`src/rtl/acia_sched.sv`:
```
// acia_sched: owns the register port of a 6850-style ACIA.
//   - Runs the init sequence (master reset, then CTRL_WORD) after rst.
//   - Polls the status register every max(1, POLL_GAP) idle cycles.
//   - Drains the receiver into a one-entry buffer (rx_*), with priority over
//     TX only while that buffer is empty.
//   - Shares the transmitter round-robin between two byte requesters.
//
// Ports
//   clk, rst            clock, synchronous active-high reset
//   reqN_valid/data     requester N byte offer (held until reqN_ready)
//   reqN_ready          one-cycle accept strobe, asserted in EVAL
//   rx_valid/data/err   receive buffer; rx_err is status bit 4 for the byte
//   rx_ready            consumer accept (rx_valid & rx_ready pops the byte)
//   acia_cs/we/rs/din   ACIA bus, Moore-decoded from the state register
//   acia_dout           ACIA read data, valid the cycle after a read
//   grant               index of the last accepted requester
module acia_sched #(
  parameter logic [7:0] CTRL_WORD = 8'h15,
  parameter int         POLL_GAP  = 4
) (
  input  logic       clk,
  input  logic       rst,
  input  logic       req0_valid,
  input  logic [7:0] req0_data,
  output logic       req0_ready,
  input  logic       req1_valid,
  input  logic [7:0] req1_data,
  output logic       req1_ready,
  output logic       rx_valid,
  output logic [7:0] rx_data,
  output logic       rx_err,
  input  logic       rx_ready,
  output logic       acia_cs,
  output logic       acia_we,
  output logic       acia_rs,
  output logic [7:0] acia_din,
  input  logic [7:0] acia_dout,
  output logic       grant
);

  localparam logic [2:0] S_INIT_RST = 3'd0;
  localparam logic [2:0] S_INIT_CFG = 3'd1;
  localparam logic [2:0] S_GAP      = 3'd2;
  localparam logic [2:0] S_POLL     = 3'd3;
  localparam logic [2:0] S_EVAL     = 3'd4;
  localparam logic [2:0] S_RXRD     = 3'd5;
  localparam logic [2:0] S_RXCAP    = 3'd6;
  localparam logic [2:0] S_TXWR     = 3'd7;

  // GAP lasts max(1, POLL_GAP) cycles: the counter is loaded with one less
  // than the gap and GAP exits when it reads zero.
  localparam logic [7:0] GAP_LOAD = (POLL_GAP == 0) ? 8'd0 : 8'(POLL_GAP - 1);

  localparam int ST_RXF = 0;
  localparam int ST_TXE = 1;
  localparam int ST_ERR = 4;

  logic [2:0] state, state_nxt;
  logic [7:0] gap_cnt;
  logic [7:0] tx_hold;
  logic       rx_err_pend;

  // Requester views as packed vectors so arbitration reads uniformly.
  logic [1:0]      req_valid;
  logic [1:0][7:0] req_data;
  assign req_valid = {req1_valid, req0_valid};
  assign req_data  = {req1_data, req0_data};

  // EVAL decisions, made on the status byte returned for the preceding POLL.
  logic rx_go, tx_go, pick1, accept;
  assign rx_go  = acia_dout[ST_RXF] & ~rx_valid;
  assign tx_go  = ~rx_go & acia_dout[ST_TXE] & (|req_valid);
  // On a tie the requester that did not win last time goes next.
  assign pick1  = req_valid[1] & (~req_valid[0] | ~grant);
  // rst gates the strobe so a byte offered in a reset cycle stays with its
  // requester instead of being accepted and then lost.
  assign accept = (state == S_EVAL) & tx_go & ~rst;

  assign req0_ready = accept & ~pick1;
  assign req1_ready = accept &  pick1;

  always_comb begin
    state_nxt = state;
    case (state)
      S_INIT_RST: state_nxt = S_INIT_CFG;
      S_INIT_CFG: state_nxt = S_GAP;
      S_GAP:      if (gap_cnt == 8'd0) state_nxt = S_POLL;
      S_POLL:     state_nxt = S_EVAL;
      S_EVAL: begin
        if (rx_go)      state_nxt = S_RXRD;
        else if (tx_go) state_nxt = S_TXWR;
        else            state_nxt = S_GAP;
      end
      S_RXRD:     state_nxt = S_RXCAP;
      S_RXCAP:    state_nxt = S_GAP;
      S_TXWR:     state_nxt = S_GAP;
      default:    state_nxt = S_INIT_RST;
    endcase
  end

  // Bus decode. The state register sits at INIT_RST throughout rst, so the
  // decode is forced quiet until rst drops; the master-reset write then lands
  // in the first cycle after release.
  always_comb begin
    acia_cs  = 1'b0;
    acia_we  = 1'b0;
    acia_rs  = 1'b0;
    acia_din = 8'h00;
    if (!rst) begin
      case (state)
        S_INIT_RST: begin acia_cs = 1'b1; acia_we = 1'b1; acia_din = 8'h03; end
        S_INIT_CFG: begin acia_cs = 1'b1; acia_we = 1'b1; acia_din = CTRL_WORD; end
        S_POLL:     begin acia_cs = 1'b1; end
        S_RXRD:     begin acia_cs = 1'b1; acia_rs = 1'b1; end
        S_TXWR:     begin acia_cs = 1'b1; acia_we = 1'b1; acia_rs = 1'b1; acia_din = tx_hold; end
        default:    ;
      endcase
    end
  end

  always_ff @(posedge clk) begin
    if (rst) begin
      state       <= S_INIT_RST;
      gap_cnt     <= 8'd0;
      tx_hold     <= 8'h00;
      grant       <= 1'b1;
      rx_err_pend <= 1'b0;
      rx_valid    <= 1'b0;
      rx_data     <= 8'h00;
      rx_err      <= 1'b0;
    end else begin
      state <= state_nxt;

      if (state_nxt == S_GAP && state != S_GAP)
        gap_cnt <= GAP_LOAD;
      else if (state == S_GAP && gap_cnt != 8'd0)
        gap_cnt <= gap_cnt - 8'd1;

      if (state == S_EVAL && rx_go)
        rx_err_pend <= acia_dout[ST_ERR];

      if (accept) begin
        tx_hold <= req_data[pick1];
        grant   <= pick1;
      end

      // RXCAP is only reached when the buffer was empty at EVAL, so the
      // set and the consumer clear never meet in the same cycle.
      if (state == S_RXCAP) begin
        rx_data  <= acia_dout;
        rx_err   <= rx_err_pend;
        rx_valid <= 1'b1;
      end else if (rx_valid && rx_ready) begin
        rx_valid <= 1'b0;
      end
    end
  end

endmodule
```
`config.mk`:
```
export PLATFORM = sky130hd
export DESIGN_NAME = acia_sched
export DESIGN_NICKNAME = d
export VERILOG_FILES = /design/src/rtl/acia_sched.sv
export SDC_FILE = /design/constraint.sdc
export NUM_CORES = 1
export LEC_CHECK = 0
export BUFFER_PORTS_ARGS = -buffer_cell sky130_fd_sc_hd__clkbuf_2
export CAP_MARGIN = 20
export CORE_MARGIN = 8
export CORE_UTILIZATION = 44
export DETAILED_ROUTE_END_ITERATION = 16
export PLACE_DENSITY = 0.74
export SYNTH_ARGS = -nofsm -noshare
export SYNTH_HDL_FRONTEND = slang
export SYNTH_SLANG_ARGS = --single-unit
export TNS_END_PERCENT = 100
```
`constraint.sdc`:
```
create_clock -name clk -period 1.64 [get_ports clk]
set_input_delay 0.328 -clock clk [delete_from_list [all_inputs] [get_ports clk]]
set_output_delay 0.328 -clock clk [all_outputs]
set_load 0.02 [all_outputs]
```
* Yosys cells after proc, flatten, opt, wreduce, memory -nomap -nowiden *
Cells that the tools add are included.

cells by class
  add/subtract/negate cells = 1
  order comparisons = 1
  eq/ne operators = 9
  muxes and demuxes = 18
  bitwise operators = 15
  reductions and logical operators = 15

operator list
  cell                                                 count
  2-to-1 mux 8 bit                                     3
  case mux 8 bit (3 select lines)                      1
  case mux 3 bit (6 select lines)                      1
  equality test 3 bit, second input constant           4
  equality test 3 x 2 -> 1 bit, second input constant  3
  2-to-1 mux 3 bit                                     3
  AND 1 bit                                            8
  zero test 8 bit                                      1
  2-to-1 mux 1 bit                                     8
  nonzero test 8 bit                                   1
  subtractor 8 x 1 -> 8 bit, second input constant     1
  inverter 1 bit                                       6
  OR reduction 2 bit                                   3
  OR reduction 3 bit                                   2
  OR reduction 5 bit                                   1
  logical AND 1 bit                                    4
  2-to-1 mux 2 bit                                     2
  nonzero test 2 bit                                   2
  equality test 3 x 1 -> 1 bit, second input constant  1
  zero test 3 bit                                      1
  != test 3 x 2 -> 1 bit, second input constant        1
  < comparator 1 x 2 -> 1 bit, second input constant   1
  OR 1 bit                                             1

word-level totals
  flip-flop bits (word level) = 31
  input bits = 29
  output and inout bits = 24
  logic and storage cells = 68

* Longest topological paths before layout *
Gate-level depths: netlist of run 1.

  depth after elaboration = 11
  gate-level depth with buffers = 7
  mapped depth without buffers = 6

* Least setup slack after synthesis of run 1 *
OpenSTA, ideal clock, no wires.

  path type = register to output
  start point = register rx_valid
  end point = output port req0_ready
  arrival = 1833 ps
  data required time = 1312 ps
  slack = -521 ps
  cell stages (with the launch flop) = 6
  buffers on the path = 2
  cells stage by stage = dfxtp_1 > nand2b_1 > nor4bb_1 > buf_2 > buf_2 > nor3b_1

between the ends
  longest elaborated chain between the ends = 8

ends and longest elaborated chain
  element                   RTL line  RTL
  start: declaration        29        output logic rx_valid,
  start signal: assignment  128       rx_valid <= 1'b0;
  start signal: assignment  152       rx_valid <= 1'b1;
  start signal: assignment  154       rx_valid <= 1'b0;
  inverter 1 bit            71        assign rx_go = acia_dout[ST_RXF] & ~rx_valid;
  AND 1 bit                 71
  inverter 1 bit            72        assign tx_go = ~rx_go & acia_dout[ST_TXE] & (|req_valid);
  AND 1 bit (2 in series)   72
  AND 1 bit (2 in series)   77        assign accept = (state == S_EVAL) & tx_go & ~rst;
  AND 1 bit                 79        assign req0_ready = accept & ~pick1;
  end: declaration          25        output logic req0_ready,

No other way between the ends.

* Worst setup path after layout of run 1 *
  start point = register state[0]
  end point = output port req0_ready

between the ends
  longest elaborated chain between the ends = 4

ends and longest elaborated chain
  element                   RTL line  RTL
  start: declaration        58        logic [2:0] state, state_nxt;
  start signal: assignment  132       state <= state_nxt;
  equality test 3 bit       77
  AND 1 bit (2 in series)   77
  AND 1 bit                 79

No other way between the ends.

==> out/qor.yml, run 1 <==
reg2reg_from: "state[0]"
power_density_nw_per_um2: 878
antennaDiodeCount: 0
cp.arrival_ns: 1.66
yosys-top-cells-count: "dfxtp_1, nor2_1, nand2_1, a21oi_1"
yosysTopAreaCellShare_pct: 40.5
grt_use_met1_pct: 18.6
endpoint_kind: "output port"
stdcell_count: 317
synth-compound-area-share_pct: 18.9
synthAdderAreaFrac_pct: 1.63
die_area_sq_um: 5630
outcome: "finished with violations"
cts_buffer_depth: 2
critPathLaunchType: "flip-flop"
cp-endpoint: "req0_ready"
rsz0062_at_grt: "true"
cts-htree-levels: 2
yosysMostFrequentCell: "dfxtp_1"
maxSlewViolCount: 0
fp-row-count: 21
grt-ovfl-total: 0
period_needed_ns: 1.98
initial_core_util_pct: 45.9
grt_pass1_wl_um: 7690
synth_top_family_by_area: "simple AND/OR/NAND/NOR gates"
setup_viol: 15
slew_headroom_pct: 68.3
reg2regPathDepth: 6
path_class: "reg -> out"
synth_area_leaders: "dfxtp_1, mux2i_1, nor2_1"
ys_ff_latch: 31
yosys.area.top_type: "dfxtp_1"
cp_slowest_cell: "dfxtp_2"
hold_buffers: 0
cts_sinks: 31
yosysSeqAreaShare_pct: 40.5
p_leak_uw: 0.00107
crit_required_ns: 1.31
hold_violations: 0
regToRegSetupSlack_ns: -0.06
wl_um: 4920
skew_ns: 0.00757
cts_tree: "built"
critical_path.max_fanout: 3
grt_max_degree: 18
antenna_found_initial: 0
met3_usage_pct: 6.26
met2_usage_pct: 30.9
synth_area_sq_um: 1530
numPortBuffers: 52
syn2layout_area_growth_pct: 62.6
grt_usage_pct: 17.5
synth_mux_area_share_pct: 7.51
vdd_drop_max_v: 0.000429
finalNetCount: 302
clkTransAtPathRegs_ns: 0.10
finalWeightedCongestion: 0.760
final_util_pct: 74.7
hold_start: "acia_dout[7]"
cts_buffers: 5
io_pins: 53
dr.first_iter.drc_count: 96
worstSkewPairLatency_ns: 0.34
startpoint: "state[0]"
maxCapViolations: 0
grt_pass1_vias: 1687
multi_input_area_sq_um: 978
synth_edf_count: 0
fp.dieW_um: 75.0
fmax_mhz: 504
async_flop_share_pct: 0
post_drt_via_cell_ratio: 5.27
ys_warn_count: 0
synth_cells: 181
r2r_end: "gap_cnt[6]"
synthFlopType: "dfxtp_1"
drc: 0
cts-root-buf: "clkbuf_4"
synthSimpleGateAreaFrac_pct: 23.2
violations: "setup timing"
fillCellCount: 250
worst_path_largest_cell_delay_ns: 0.34
seq_area_sq_um: 633
postRouteAntennaNets: 0
core_sq_um: 3340
vias: 1672
synth_nets: 212
crit_chain: "and2b_2 > nor4bb_4 > nor3b_4 > clkbuf_8"
drtPass1Iterations: 5
syn-mean-instance-area_sq_um: 8.47
synth_xor_area_share_pct: 3.43
hold_path.class: "in -> reg"
min_period_over_period_pct: 121
dpl.hpwl_um: 3010
synth.distinct_cells: 40
dp_cells: 289
drive_gt1_share_pct: 52.0
grt_busiest_layer: "met2"
fin_ws_ns: -0.343
worst_slew_pin_slew_ns: 0.471
p_total_uw: 2190
wl_per_cell_um: 15.5
die_height_um: 75.0
holdWs_ns: 0.199
[metal layers]
layer	wire length [um]	part of all wire, %
met5	0	0
met4	119	2.4
met3	290	5.9
met2	2540	52
met1	1970	40
[critical path: cells and delay by family (launching register included)]
family        cells  cell delay, ns
buf+inv           1            0.17
flops             1            0.34
simple gates      3            0.81
[stage by stage]
stage | area (sq um) | worst slack [ns] | setup TNS (ns)
2_1_floorplan | 1590 | -0.0809 | -0.221
3_3_place_gp | 2000 | -0.128 | -0.279
3_5_place_dp | 2000 | -0.110 | -0.295
4_1_cts | 2360 | -0.270 | -1.40
5_1_grt | 2490 | -0.405 | -3.35
6_report | 2490 | -0.343 | -2.40
[registers in the layout, summed over array words and instances (netlist names)]
signal and count:
gap_cnt 8, grant 1, rx_data 8, rx_err 1, rx_err_pend 1, rx_valid 1
state 3, tx_hold 8
[cell usage in the layout (no fill, tap or decap), drive strengths merged, types with 4 or more instances in the layout]
cell	n
a21oi	19
nand2	24
a211oi	10
inv	5
xor2	4
and2	5
nor2	26
dfxtp	31
mux2i	10
clkbuf	47
buf	54
[cell families after synthesis]
family | after synthesis
and+or+nand+nor | 71
AOI/OAI and AO/OA | 43
DFF | 31
buffers and inverters | 17
muxes | 11
xor gates and xnor gates | 6
adders and majority gates | 2
[report_power, final]
part           leakage, uW  internal (uW)  switching, uW
clock network    0.0000341            198            274
registers         0.000254            800           40.0
logic             0.000779            470            407
[worst min path at each step]
stage / end / slack (ns) / cells past startpoint
finish: rx_data[7] / 0.20 / 3
global route: rx_data[7] / 0.20 / 3
CTS: rx_data[7] / 0.20 / 3
detailed placement: rx_data[2] / 0.45 / 2
global placement: rx_data[5] / 0.44 / 2
floorplan: rx_err / 0.43 / 2
[cell type report]
cell class / instances / share of cell area, %
timing repair buffer: 95 / 30.0
tap: 46 / 2.31
clock inverter: 1 / 0.201
multi-input combinational: 133 / 39.3
sequential: 31 / 25.4
inverter: 5 / 0.753
clock buffer: 6 / 2.06
[repair_timing]
item | 4_1_cts | 5_1_grt
setup buffers | 13 | 11
gates resized for setup | 56 | 35
hold endpoints to repair | 0 | 0
setup endpoints to repair | 15 | 24
pin swaps | 5 | 17
No activity file was read; power rests on OpenSTA's default activity.
==> run 2, diff against run 1 <==
CORE_ASPECT_RATIO = 2   (was default)
==> run 2 against run 1 <==
  * The run still ends with setup timing left
  * Sequential power grew 0.7%
  * Maximum frequency up 5.9%
  * Register-to-register slack about the same
  * Cell count down 7.3%
  * First-iteration DRC count shrank 81%
  * Sequential share of layout area up 1.9 points
  * Final area is 6.6% lower
  * Largest power group is now registers
  * Highest routed layer unchanged
==> out/qor.yml, run 2 (synthesized netlist as in run 1, its figures left out) <==
outcome: "finished with violations"
violations: "setup timing"
seq_area_sq_um: 636  # +0.40%
cts_sinks: 31  # unchanged
initial_core_util_pct: 45.4  # -0.56 points
holdPathStages: 3  # unchanged
fp.dieW_um: 57.7  # -23%
fp-row-count: 30  # +43%
cts-root-buf: "clkbuf_8"
postRouteAntennaNets: 0  # unchanged
finalWeightedCongestion: 0.836  # +9.9%
fmax_mhz: 534  # +5.9%
antennaDiodeCount: 0  # unchanged
dpl.hpwl_um: 3100  # +3.2%
setup_viol: 10  # -5
syn2layout_area_growth_pct: 51.9
cts_tree: "built"
met2_usage_pct: 29.5  # -1.4 points
reg2regPathDepth: 6  # unchanged
worst_path_largest_cell_delay_ns: 0.35  # about the same
drive_gt1_share_pct: 48.9  # -3.2 points
antenna_found_initial: 0  # unchanged
vdd_drop_max_v: 0.000824  # +92%
vias: 1567  # -6.3%
grt_max_degree: 21  # +3
maxCapViolations: 0  # unchanged
post_drt_via_cell_ratio: 5.33  # +1.1%
hold_path.class: "in -> reg"
regToRegSetupSlack_ns: -0.06  # about the same
min_period_over_period_pct: 114  # -6.7 points
grt_usage_pct: 15.5  # -2.0 points
grt-ovfl-total: 0  # unchanged
die_area_sq_um: 5740  # +2.0%
top_regs: "gap_cnt (8), rx_data (8), tx_hold (8)"
period_needed_ns: 1.87  # -0.110 ns
pre_cts_slack_ns: -0.0643  # +0.0460 ns
core_sq_um: 3380  # +1.2%
grt_pass1_wl_um: 7070  # -8.1%
dp_cells: 277  # -4.2%
layout_common_cells: "clkbuf_2, buf_4, dfxtp_1"
cp.arrival_ns: 1.55  # -0.11 ns
io_pins: 53  # unchanged
met3_usage_pct: 5.05  # -1.2 points
cts_buffer_depth: 2  # unchanged
cp-endpoint: "req0_ready"
cp_slowest_cell: "dfxtp_4"
r2r_end: "gap_cnt[6]"
multi_input_area_sq_um: 958  # -2.0%
endpoint_kind: "output port"
rsz0062_at_grt: "true"
tns_ns: -0.845  # +1.55 ns
wl_per_cell_um: 15.2  # -1.8%
worst_slew_pin_slew_ns: 0.488  # +0.0176 ns
critical_path.max_fanout: 4  # +1
critPathLaunchType: "flip-flop"
p_leak_uw: 0.000999  # -6.4%
wl_um: 4480  # -9.0%
reg2reg_from: "state[2]"
dr.first_iter.drc_count: 18  # -81%
worstSkewPairLatency_ns: 0.28  # -0.06 ns
startpoint: "state[0]"
die_height_um: 99.5  # +33%
crit_required_ns: 1.31  # about the same
finalNetCount: 292  # -3.3%
p_total_uw: 2110  # -3.6%
cts-htree-levels: 2  # unchanged
skew_ns: 0.00530  # -0.00227 ns
drc: 0  # unchanged
grt_use_met1_pct: 13.5  # -5.1 points
cts_buffers: 5  # unchanged
drtPass1Iterations: 4  # -1
maxSlewViolCount: 0  # unchanged
slew_headroom_pct: 67.1  # -1.2 points
clkTransAtPathRegs_ns: 0.06  # -0.04 ns
numPortBuffers: 52  # unchanged
hold_violations: 0  # unchanged
final_common_cell: "clkbuf_2"
stdcell_count: 294  # -7.3%
path_class: "reg -> out"
fillCellCount: 279  # +12%
grt_pass1_vias: 1629  # -3.4%
crit_chain: "and2b_1 > nor4bb_4 > buf_4 > nor3b_4 > clkbuf_8"
grt_busiest_layer: "met2"
power_density_nw_per_um2: 905  # +3.1%
fin_ws_ns: -0.233  # +0.110 ns
[run 2: changes by cell type in the layout (fill, tap and decap cells not counted), sizes merged]
| cell | change |
|---|---|
| buf | -15 |
| clkbuf | +6 |
[run 2: how the worst min path moves through the flow]
| stage | start | to |
|---|---|---|
| global placement | rx_data[5] | rx_data[5] |
| global route | acia_dout[2] | rx_data[2] |
| detailed placement | rx_data[4] | rx_data[4] |
| finish | acia_dout[2] | rx_data[2] |
| floorplan | rx_err_pend | rx_err |
| CTS | acia_dout[3] | rx_data[3] |
[run 2: routing by layer]
layer	up-vias	share of wire (%)
met5	-	0
met4	0	3.1
met3	11	4.4
met2	39	55
met1	728	37
li1	789	-
[run 2: power by group]
part	internal (uW)	switching (uW)	total, uW
sequential	801	44.4	846
combinational	348	347	696
clock	297	270	567
[run 2: critical path: cells and delay by family (launching register included)]
kind | cells | cell delay (ns)
simple gates | 3 | 0.59
flops | 1 | 0.35
buf+inv | 2 | 0.33
[run 2: through the flow]
| step | hold WS (ns) | util (%) | cell area (sq um) |
|---|---|---|---|
| finish | 0.268 | 68.9 | 2330 |
| global route | 0.265 | 68.9 | 2330 |
| CTS | 0.264 | 67.0 | 2260 |
| floorplan | 0.431 | - | 1590 |
| global placement | 0.442 | 59.0 | 1990 |
| detailed placement | 0.449 | 59.0 | 1990 |
[run 2: final cells by class]
cell class                      instances  area share (%)
Timing Repair Buffer                   85            25.5
Multi-Input combinational cell        133            41.2
Sequential cell                        31            27.3
Inverter                                5           0.806
Tap cell                               32            1.72
Clock buffer                            7            3.28
Clock inverter                          1           0.215
[run 2: repair_timing]
item | CTS | global route
gates resized for setup | 38 | 19
cloned | 0 | 0
endpoints found under the setup margin | 15 | 16
hold buffers | 0 | 0
buffers inserted | 7 | 2
pin swaps | 7 | 8
